[config.mk]
export PLATFORM = sky130hd
export DESIGN_NAME = ndata_serializer
export DESIGN_NICKNAME = d
export VERILOG_FILES = /design/src/rtl/ndata_serializer.sv
export SDC_FILE = /design/constraint.sdc
export NUM_CORES = 1
export LEC_CHECK = 0
export CAP_MARGIN = 20
export CELL_PAD_IN_SITES_DETAIL_PLACEMENT = 1
export CELL_PAD_IN_SITES_GLOBAL_PLACEMENT = 2
export CORE_MARGIN = 3
export CORE_UTILIZATION = 30
export DETAILED_ROUTE_END_ITERATION = 8
export PLACE_DENSITY_LB_ADDON = 0.1
export SYNTH_ARGS = -nofsm -noshare
export SYNTH_HDL_FRONTEND = slang
export SYNTH_SLANG_ARGS = --single-unit
[constraint.sdc]
create_clock -name clk -period 3.9 [get_ports clk]
set_input_delay 0.39 -clock clk [delete_from_list [all_inputs] [get_ports clk]]
set_output_delay 0.39 -clock clk [all_outputs]
set_load 0.02 [all_outputs]
[src/rtl/ndata_serializer.sv]
// ndata_serializer: turns N-lane keep-masked beats into one element per cycle,
// lowest kept lane first, with keep=0/last=1 beats emitted as an empty terminator.
module ndata_serializer #(
  parameter int DATA_WIDTH   = 32,
  parameter int NUM_ELEMENTS = 4
) (
  input  logic                               clk,
  input  logic                               rst_n,
  input  logic [DATA_WIDTH*NUM_ELEMENTS-1:0] in_data,
  input  logic [NUM_ELEMENTS-1:0]            in_keep,
  input  logic                               in_last,
  input  logic                               in_valid,
  output logic                               in_ready,
  output logic [DATA_WIDTH-1:0]              out_data,
  output logic                               out_keep,
  output logic                               out_last,
  output logic                               out_valid,
  input  logic                               out_ready
);
  typedef enum logic [1:0] {EMPTY, STREAM, TERM} state_e;
  state_e                             state_q;
  logic [DATA_WIDTH*NUM_ELEMENTS-1:0] data_q;
  logic                               last_q;
  logic [NUM_ELEMENTS-1:0]            rem_q;
  logic [NUM_ELEMENTS-1:0]            rem_dec;
  logic [NUM_ELEMENTS-1:0]            low;
  logic [DATA_WIDTH-1:0]              lane;
  logic                               one_left;
  logic                               fin;
  logic                               acc;
  assign rem_dec  = rem_q - NUM_ELEMENTS'(1);
  assign low      = rem_q & ~rem_dec;
  assign one_left = (rem_q & rem_dec) == '0;
  always_comb begin
    lane = '0;
    for (int i = 0; i < NUM_ELEMENTS; i++)
      lane = lane | (low[i] ? data_q[i*DATA_WIDTH +: DATA_WIDTH] : '0);
  end
  // fin: the last element of the held beat leaves now, so a new beat may load in the same cycle
  assign fin       = out_ready && (state_q == TERM || (state_q == STREAM && one_left));
  assign in_ready  = rst_n && (state_q == EMPTY || fin);
  assign acc       = in_valid && in_ready;
  assign out_valid = state_q != EMPTY;
  assign out_keep  = state_q == STREAM;
  assign out_last  = state_q == TERM || (state_q == STREAM && last_q && one_left);
  assign out_data  = state_q == STREAM ? lane : '0;
  always_ff @(posedge clk) begin
    if (!rst_n) begin
      state_q <= EMPTY;
      data_q  <= '0;
      last_q  <= 1'b0;
      rem_q   <= '0;
    end else if (acc && in_keep != '0) begin
      state_q <= STREAM;
      data_q  <= in_data;
      last_q  <= in_last;
      rem_q   <= in_keep;
    end else if (acc) begin
      state_q <= in_last ? TERM : EMPTY;
      rem_q   <= '0;
    end else if (fin) begin
      state_q <= EMPTY;
      rem_q   <= '0;
    end else if (out_valid && out_ready) begin
      rem_q   <= rem_q & ~low;
    end
  end
endmodule
==> results.md, run 1 <==
- IO Port Bufs: 172
- Gates resized, CTS repair: 0
- Max-slew violations: 0
- Worst-path clk slew: 60 ps
- Setup TNS: 0 ps
- Synth Net Count: 928
- Worst hold-check path type: flip-flop to flip-flop
- FF+latch area: 2710 um^2
- FMAX: 287 MHz
- Share of layout cells above drive strength 1: 7.34%
- RSZ-0062 raised after global routing: no
- Hold Buf Count CTS: 0
- Distinct cell type count after synthesis: 36
- Post-synth top area cell: dfxtp_1
- Leak pwr: 4.40 nW
- Post-synthesis mux area share: 20.0%
- Setup crit start kind: flip-flop
- # diodes: 0
- Critical Path RT: 3510 ps
- Drt drc: 0
- Synth warn: 0
- Clock skew: 9.10 ps
- Power Density: 433 nW/um^2
- Register-to-Register Path Depth: 6
- Total Wirelength: 20.0 mm
- XOR/XNOR Fraction of Synth Area: 0%
- Max-cap check violation count: 0
- Status: complete, no violations
- Gr usage total: 17.1%
- Largest net degree at the start of global routing: 74
- Most frequent cells in the layout: nand2_1 (180), clkdlybuf4s50_1 (171), inv_1 (134)
- Setup-failing EPs final: 0
- Slew of the pin with the lowest slew margin: 890 ps
- Peak VDD IR: 0.268 mV
- Die Wd: 153 um
- Synth Area in Adders: 0.154%
- Crit path time final: 3480 ps
- Post-synthesis simple-gate area fraction: 15.7%
- I/O Pins: 173
- Critical path type: flip-flop to output pin
- Detailed-router iteration count before antenna repair: 4
- Number of global-route vias before repair: 6,213
- Crit path capture type: output pin
- 1st-iter DRT viols: 212
- Vias: 5,750
- H-tree depth: 4
- Row count: 53
- Synth Area in Compound Gates: 10.2%
- Routed Antenna Nets: 0
- Post-CTS setup buffer count: 0
- Initial Utilization: 30.8%
- Die area: 23,500 um^2
- Layout Nets: 1,079
- Root buffer cell: clkbuf_16
- Largest family of logic cells by synthesized area: multiplexers
- Fin crit share: 89.3%
- Area growth syn-to-layout: 40.9%
- WL/cell: 16.2 um
- Vias per cell: 4.68
- Synth Instances: 791
- Clock Path Buffers: 2
- Multi-input gate area: 3020 um^2
- Die height: 153 um
- # fillers: 2,440
- CTS tree: yes
- Total grt overflow: 0
- Endpoints failing hold: 0
- Hold path depth: 2
- Cell area after synthesis: 6500 um^2
- Total power: 0.00397 W
- Worst-Skew Late Latency: 410 ps
- Most common cell after layout, fill and taps aside: nand2_1
- Synthesized area per cell: 8.22 um^2
- Number of CTS-inserted buffers: 17
- Worst Path Max Fanout: 15
- Synth top area cells: dfxtp_1 (42%), mux2i_1 (20%), nand2_1 (10%)
- Global-route wire length before repair: 32.7 mm
- Yosys top cell area share: 41.5%
- Final GP Congestion: 0.774
- Clock sinks: 135
- Critical Path AT: 3090 ps
- CORE AREA: 21,200 um^2
- Initial antenna violation count: 0
- Sequential element share of the synthesized area: 41.5%
- DP HPWL: 14.2 mm
- Slew HR: 40.4%
- Seq cells post-synth: 135
## worst max-delay path: stages, from the launching register on
cell	delay (ps)
dfxtp_1	540
nor2b_2	810
a22oi_1	170
or2_2	320
a31oi_1	210
clkdlybuf4s50_1	640
## registers in the layout, indices dropped and copies added, names as in the netlist
name / count
state_q: 2
data_q: 128
rem_q: 4
last_q: 1
## area by class of cell
type | instances | area share (%)
multi-input combinational | 467 | 32.9
sequential | 135 | 29.5
timing repair buffer | 187 | 21.1
inverter | 134 | 5.49
clock buffer | 18 | 4.79
tap | 275 | 3.75
clock inverter | 13 | 2.48
## worst paths after layout
kind,start,endpoint,slack (ps)
hold / removal,data_q[95],data_q[95],460
hold reg to reg,data_q[95],data_q[95],460
setup reg to reg,rem_q[1],data_q[105],1050
setup / recovery,rem_q[2],out_data[9],420
## synthesized netlist by cell type (all sizes together)
master,number
a22oi,15
or2,15
o21a,3
a31o,1
a221oi,17
o22ai,1
inv,134
and3,1
o31ai,1
nand2,180
nor2b,2
maj3,1
nand3,1
or3,1
dfxtp,135
or4,1
a211oi,2
a21o,1
nand3b,18
o21ai,9
o211ai,5
nor2,19
a21boi,2
a31oi,15
o211a,2
and2,1
clkbuf,36
mux2i,130
a21oi,23
buf,19
## routing by layer
layer	vias to the layer above	part of all wire, %	routed length, um	GRT usage, %
li1	2843	-	-	-
met1	2781	47	9470	22.6
met2	114	48	9560	28.9
met3	12	3.6	727	3.11
met4	0	0.99	197	4.54
met5	-	0	0	0
## stage by stage
stage | setup WS, ps | util (%) | std cells | instance area [um^2] | hold slack [ps]
3_3_place_gp | 894 | 40.2 | 1198 | 8500 | 444
5_1_grt | 235 | 43.3 | 1229 | 9170 | 474
2_1_floorplan | 1760 | - | 791 | 6500 | 438
3_5_place_dp | 837 | 40.2 | 1198 | 8500 | 454
4_1_cts | 392 | 43.3 | 1229 | 9170 | 463
6_report | 417 | 43.3 | 1229 | 9170 | 457
## cells by family (layout without fill, tap and decap cells)
kind of cell               Yosys count  after routing
AOI/OAI and AO/OA                   97             97
adders and majority gates            1              1
buffers and inverters              189            352
DFF                                135            135
muxes                              130            130
and+or+nand+nor                    239            239
## power breakdown
group          total, W  switching [W]  leakage, nW  internal, W
clock network   0.00182       0.000608        0.322      0.00121
logic          0.000567       0.000268         2.97     0.000299
registers       0.00158      0.0000807         1.12      0.00150
(Power assumes the default switching activity.)
==> inputs of run 2 (changes only) <==
- CORE_UTILIZATION: 30 -> 28
- HOLD_SLACK_MARGIN: default -> 0.02
- clock period: 3.9 -> 3.62 ns (I/O delays scaled with it)
==> run 2 against run 1 <==
  * Core utilization down 3.4 points
  * Sequential share of layout area increased by 0.33 points
  * Clock power increased by 8%
  * Register-to-register slack lost 110 ps
  * Non-clock buffer count is 5 lower
  * Critical path depth up 1
  * Cell area down 1.1%
  * Wire length rose by 4.8%
  * Flip-flop and latch count unchanged
  * First-iteration DRC count fell by 10%
==> results.md, run 2 (synthesis results as in run 1) <==
- Hold Buf Count CTS: 0 (unchanged)
- Final Cell Area: 9070 um^2 (was 9170 um^2)
- Number of global-route vias before repair: 6,035 (was 6,213)
- Placed Area: 8390 um^2 (was 8500 um^2)
- I/O Pins: 173 (unchanged)
- # diodes: 0 (unchanged)
- Critical Path AT: 2850 ps (was 3090 ps)
- Worst-path clk slew: 60 ps (about the same)
- Crit path capture type: output pin (unchanged)
- Multi-input gate area: 3010 um^2 (was 3020 um^2)
- IO Port Bufs: 172 (unchanged)
- Critical Path RT: 3260 ps (was 3510 ps)
- Gr usage total: 16.6% (was 17.1%)
- RSZ-0062 raised after global routing: no (unchanged)
- Global-route wire length before repair: 32.2 mm (was 32.7 mm)
- Critical path type: flip-flop to output pin (unchanged)
- DP HPWL: 14.8 mm (was 14.2 mm)
- 1st-iter DRT viols: 190 (was 212)
- Crit path time final: 3210 ps
- Largest net degree at the start of global routing: 79 (was 74)
- Most common cell after layout, fill and taps aside: nand2_1 (unchanged)
- Most frequent cells in the layout: nand2_1 (180), clkdlybuf4s50_1 (171), inv_1 (134) (unchanged)
- Clock skew: 10.7 ps (was 9.10 ps)
- Clock power frac: 46.2% (was 45.8%)
- Power Density: 472 nW/um^2 (was 433 nW/um^2)
- Setup crit start kind: flip-flop (unchanged)
- FMAX: 311 MHz
- Peak VDD IR: 0.186 mV (was 0.268 mV)
- Max reg flops: 128 (unchanged)
- Critical register-to-register path startpoint: rem_q[1] (unchanged)
- Max-slew violations: 0 (unchanged)
- P_sw: 0.00105 W (was 0.000957 W)
- Gates resized, CTS repair: 0 (unchanged)
- Detailed-router iteration count before antenna repair: 6 (was 4)
- Setup-failing EPs final: 0 (unchanged)
- Switch share: 24.5% (was 24.1%)
- R2R Setup Slk: 940 ps (was 1050 ps)
- Endpoints failing hold: 0 (unchanged)
- Area growth syn-to-layout: 39.4% (was 40.9%)
- CORE AREA: 22,700 um^2 (was 21,200 um^2)
- HP Start: data_q[47] (was data_q[95])
- Setup slack after layout: 406 ps (was 417 ps)
- Leak pwr: 4.35 nW (was 4.40 nW)
- Final GP Congestion: 0.808 (was 0.774)
- FF+latch area: 2710 um^2 (unchanged)
- Sequential Power Share: 39.8% (was 39.9%)
- Combinational share of power: 14.1% (was 14.3%)
- Largest registers: data_q (128), rem_q (4), state_q (2) (unchanged)
- Slew of the pin with the lowest slew margin: 852 ps (was 890 ps)
- Worst Path Max Fanout: 32 (was 15)
- Setup TNS: 0 ps (unchanged)
- Vias: 5,662 (was 5,750)
- Clock sinks: 135 (unchanged)
- Row count: 55 (was 53)
- Clock Path Buffers: 2 (unchanged)
- Status: complete, no violations (unchanged)
- Post-CTS setup buffer count: 0 (unchanged)
- Hold path endpoint: data_q[47] (was data_q[95])
- Slowest-stage cell, CP: clkdlybuf4s50_1 (was nor2b_2)
- Largest Register: data_q (unchanged)
- Max-cap check violation count: 0 (unchanged)
- Worst-Skew Late Latency: 410 ps (about the same)
- # fillers: 2,631 (was 2,440)
- Drt drc: 0 (unchanged)
- Total Wirelength: 20.9 mm (was 20.0 mm)
- Total power: 0.00428 W (was 0.00397 W)
- H-tree depth: 4 (unchanged)
- Internal Power: 0.00323 W (was 0.00301 W)
- Number of CTS-inserted buffers: 17 (unchanged)
- Share of layout cells above drive strength 1: 6.74% (was 7.34%)
- Die area: 25,100 um^2 (was 23,500 um^2)
- Critical R2R Capture: data_q[116] (was data_q[105])
- Register-to-Register Path Depth: 6 (unchanged)
- Largest stage delay on the critical path: 670 ps (was 810 ps)
- Routed Antenna Nets: 0 (unchanged)
- Hold path depth: 2 (unchanged)
- Slew HR: 43.2% (was 40.4%)
- Total grt overflow: 0 (unchanged)
- Layout Nets: 1,074 (was 1,079)
- WL/cell: 16.9 um (was 16.2 um)
- CTS tree: yes (unchanged)
- Die Wd: 158 um (was 153 um)
- Vias per cell: 4.58 (was 4.68)
- Worst hold-check path type: flip-flop to flip-flop (unchanged)
- Initial antenna violation count: 0 (unchanged)
- Die height: 158 um (was 153 um)
- Fin crit share: 88.8%
- Cells along the critical path: or3_1 -> nor2_2 -> buf_4 -> nand2_1 -> a31oi_1 -> clkdlybuf4s50_1 (was nor2b_2 -> a22oi_1 -> or2_2 -> a31oi_1 -> clkdlybuf4s50_1)
- Initial Utilization: 28.6% (was 30.8%)
- Final core utilization: 39.9% (was 43.3%)
- Root buffer cell: clkbuf_16 (unchanged)
- Pre-CTS WS: 858 ps (was 837 ps)
[run 2: cell count changes in the layout (fill, tap and decap cells not counted), sizes merged]
| cell | delta |
|---|---|
| inv | +1 |
| clkbuf | +4 |
| clkinv | -4 |
| clkinvlp | +1 |
| bufinv | -1 |
| buf | -5 |
[run 2: per-stage QoR]
stage	hold WS (ps)	std cells
2_1_floorplan	438	791
3_3_place_gp	444	1203
3_5_place_dp	454	1203
4_1_cts	463	1235
5_1_grt	478	1235
6_report	460	1235
[run 2: how the worst max path moves through the flow]
stage,from,to,slack [ps],depth (start not counted)
floorplan,rem_q[1],out_data[10],1510,6
global placement,rem_q[1],out_data[0],880,6
detailed placement,rem_q[1],out_data[0],860,6
CTS,rem_q[1],out_data[0],370,6
global route,rem_q[1],out_data[0],260,6
finish,rem_q[1],out_data[0],410,6
[run 2: critical path: cells and delay by family (launching register included)]
kind	cells	cell delay [ps]
and+or+nand+nor	3	660
AOI/OAI and AO/OA	1	250
DFF	1	450
buffers and inverters	2	1070
[run 2: cell type report]
cell class / instances / area share, %
clock inverter: 10 / 2.10
inverter: 134 / 5.55
tap: 285 / 3.93
multi-input combinational: 467 / 33.2
sequential: 135 / 29.8
clock buffer: 22 / 5.34
timing repair buffer: 182 / 20.1
[run 2: power by group through the flow]
stage / clock, W / combinational, W / sequential, W
floorplan: 0 / 0.000356 / 0.00170
global placement: 0 / 0.000595 / 0.00173
detailed placement: 0 / 0.000609 / 0.00173
CTS: 0.00203 / 0.000613 / 0.00170
global route: 0.00210 / 0.000660 / 0.00172
finish: 0.00197 / 0.000601 / 0.00170
[run 2: per-layer routing]
metal	part of all wire, %	GRT usage [%]	up-vias
met2	46	26.6	98
li1	-	-	2834
met5	0	0	-
met3	3.7	3.56	5
met4	0.41	3.69	0
met1	50	22.9	2725
==> inputs of run 3 (changes only) <==
- CAP_MARGIN: 20 -> 40
==> results of run 3 <==
No change in the layout: final DEF, timing and power equal those of run 2.
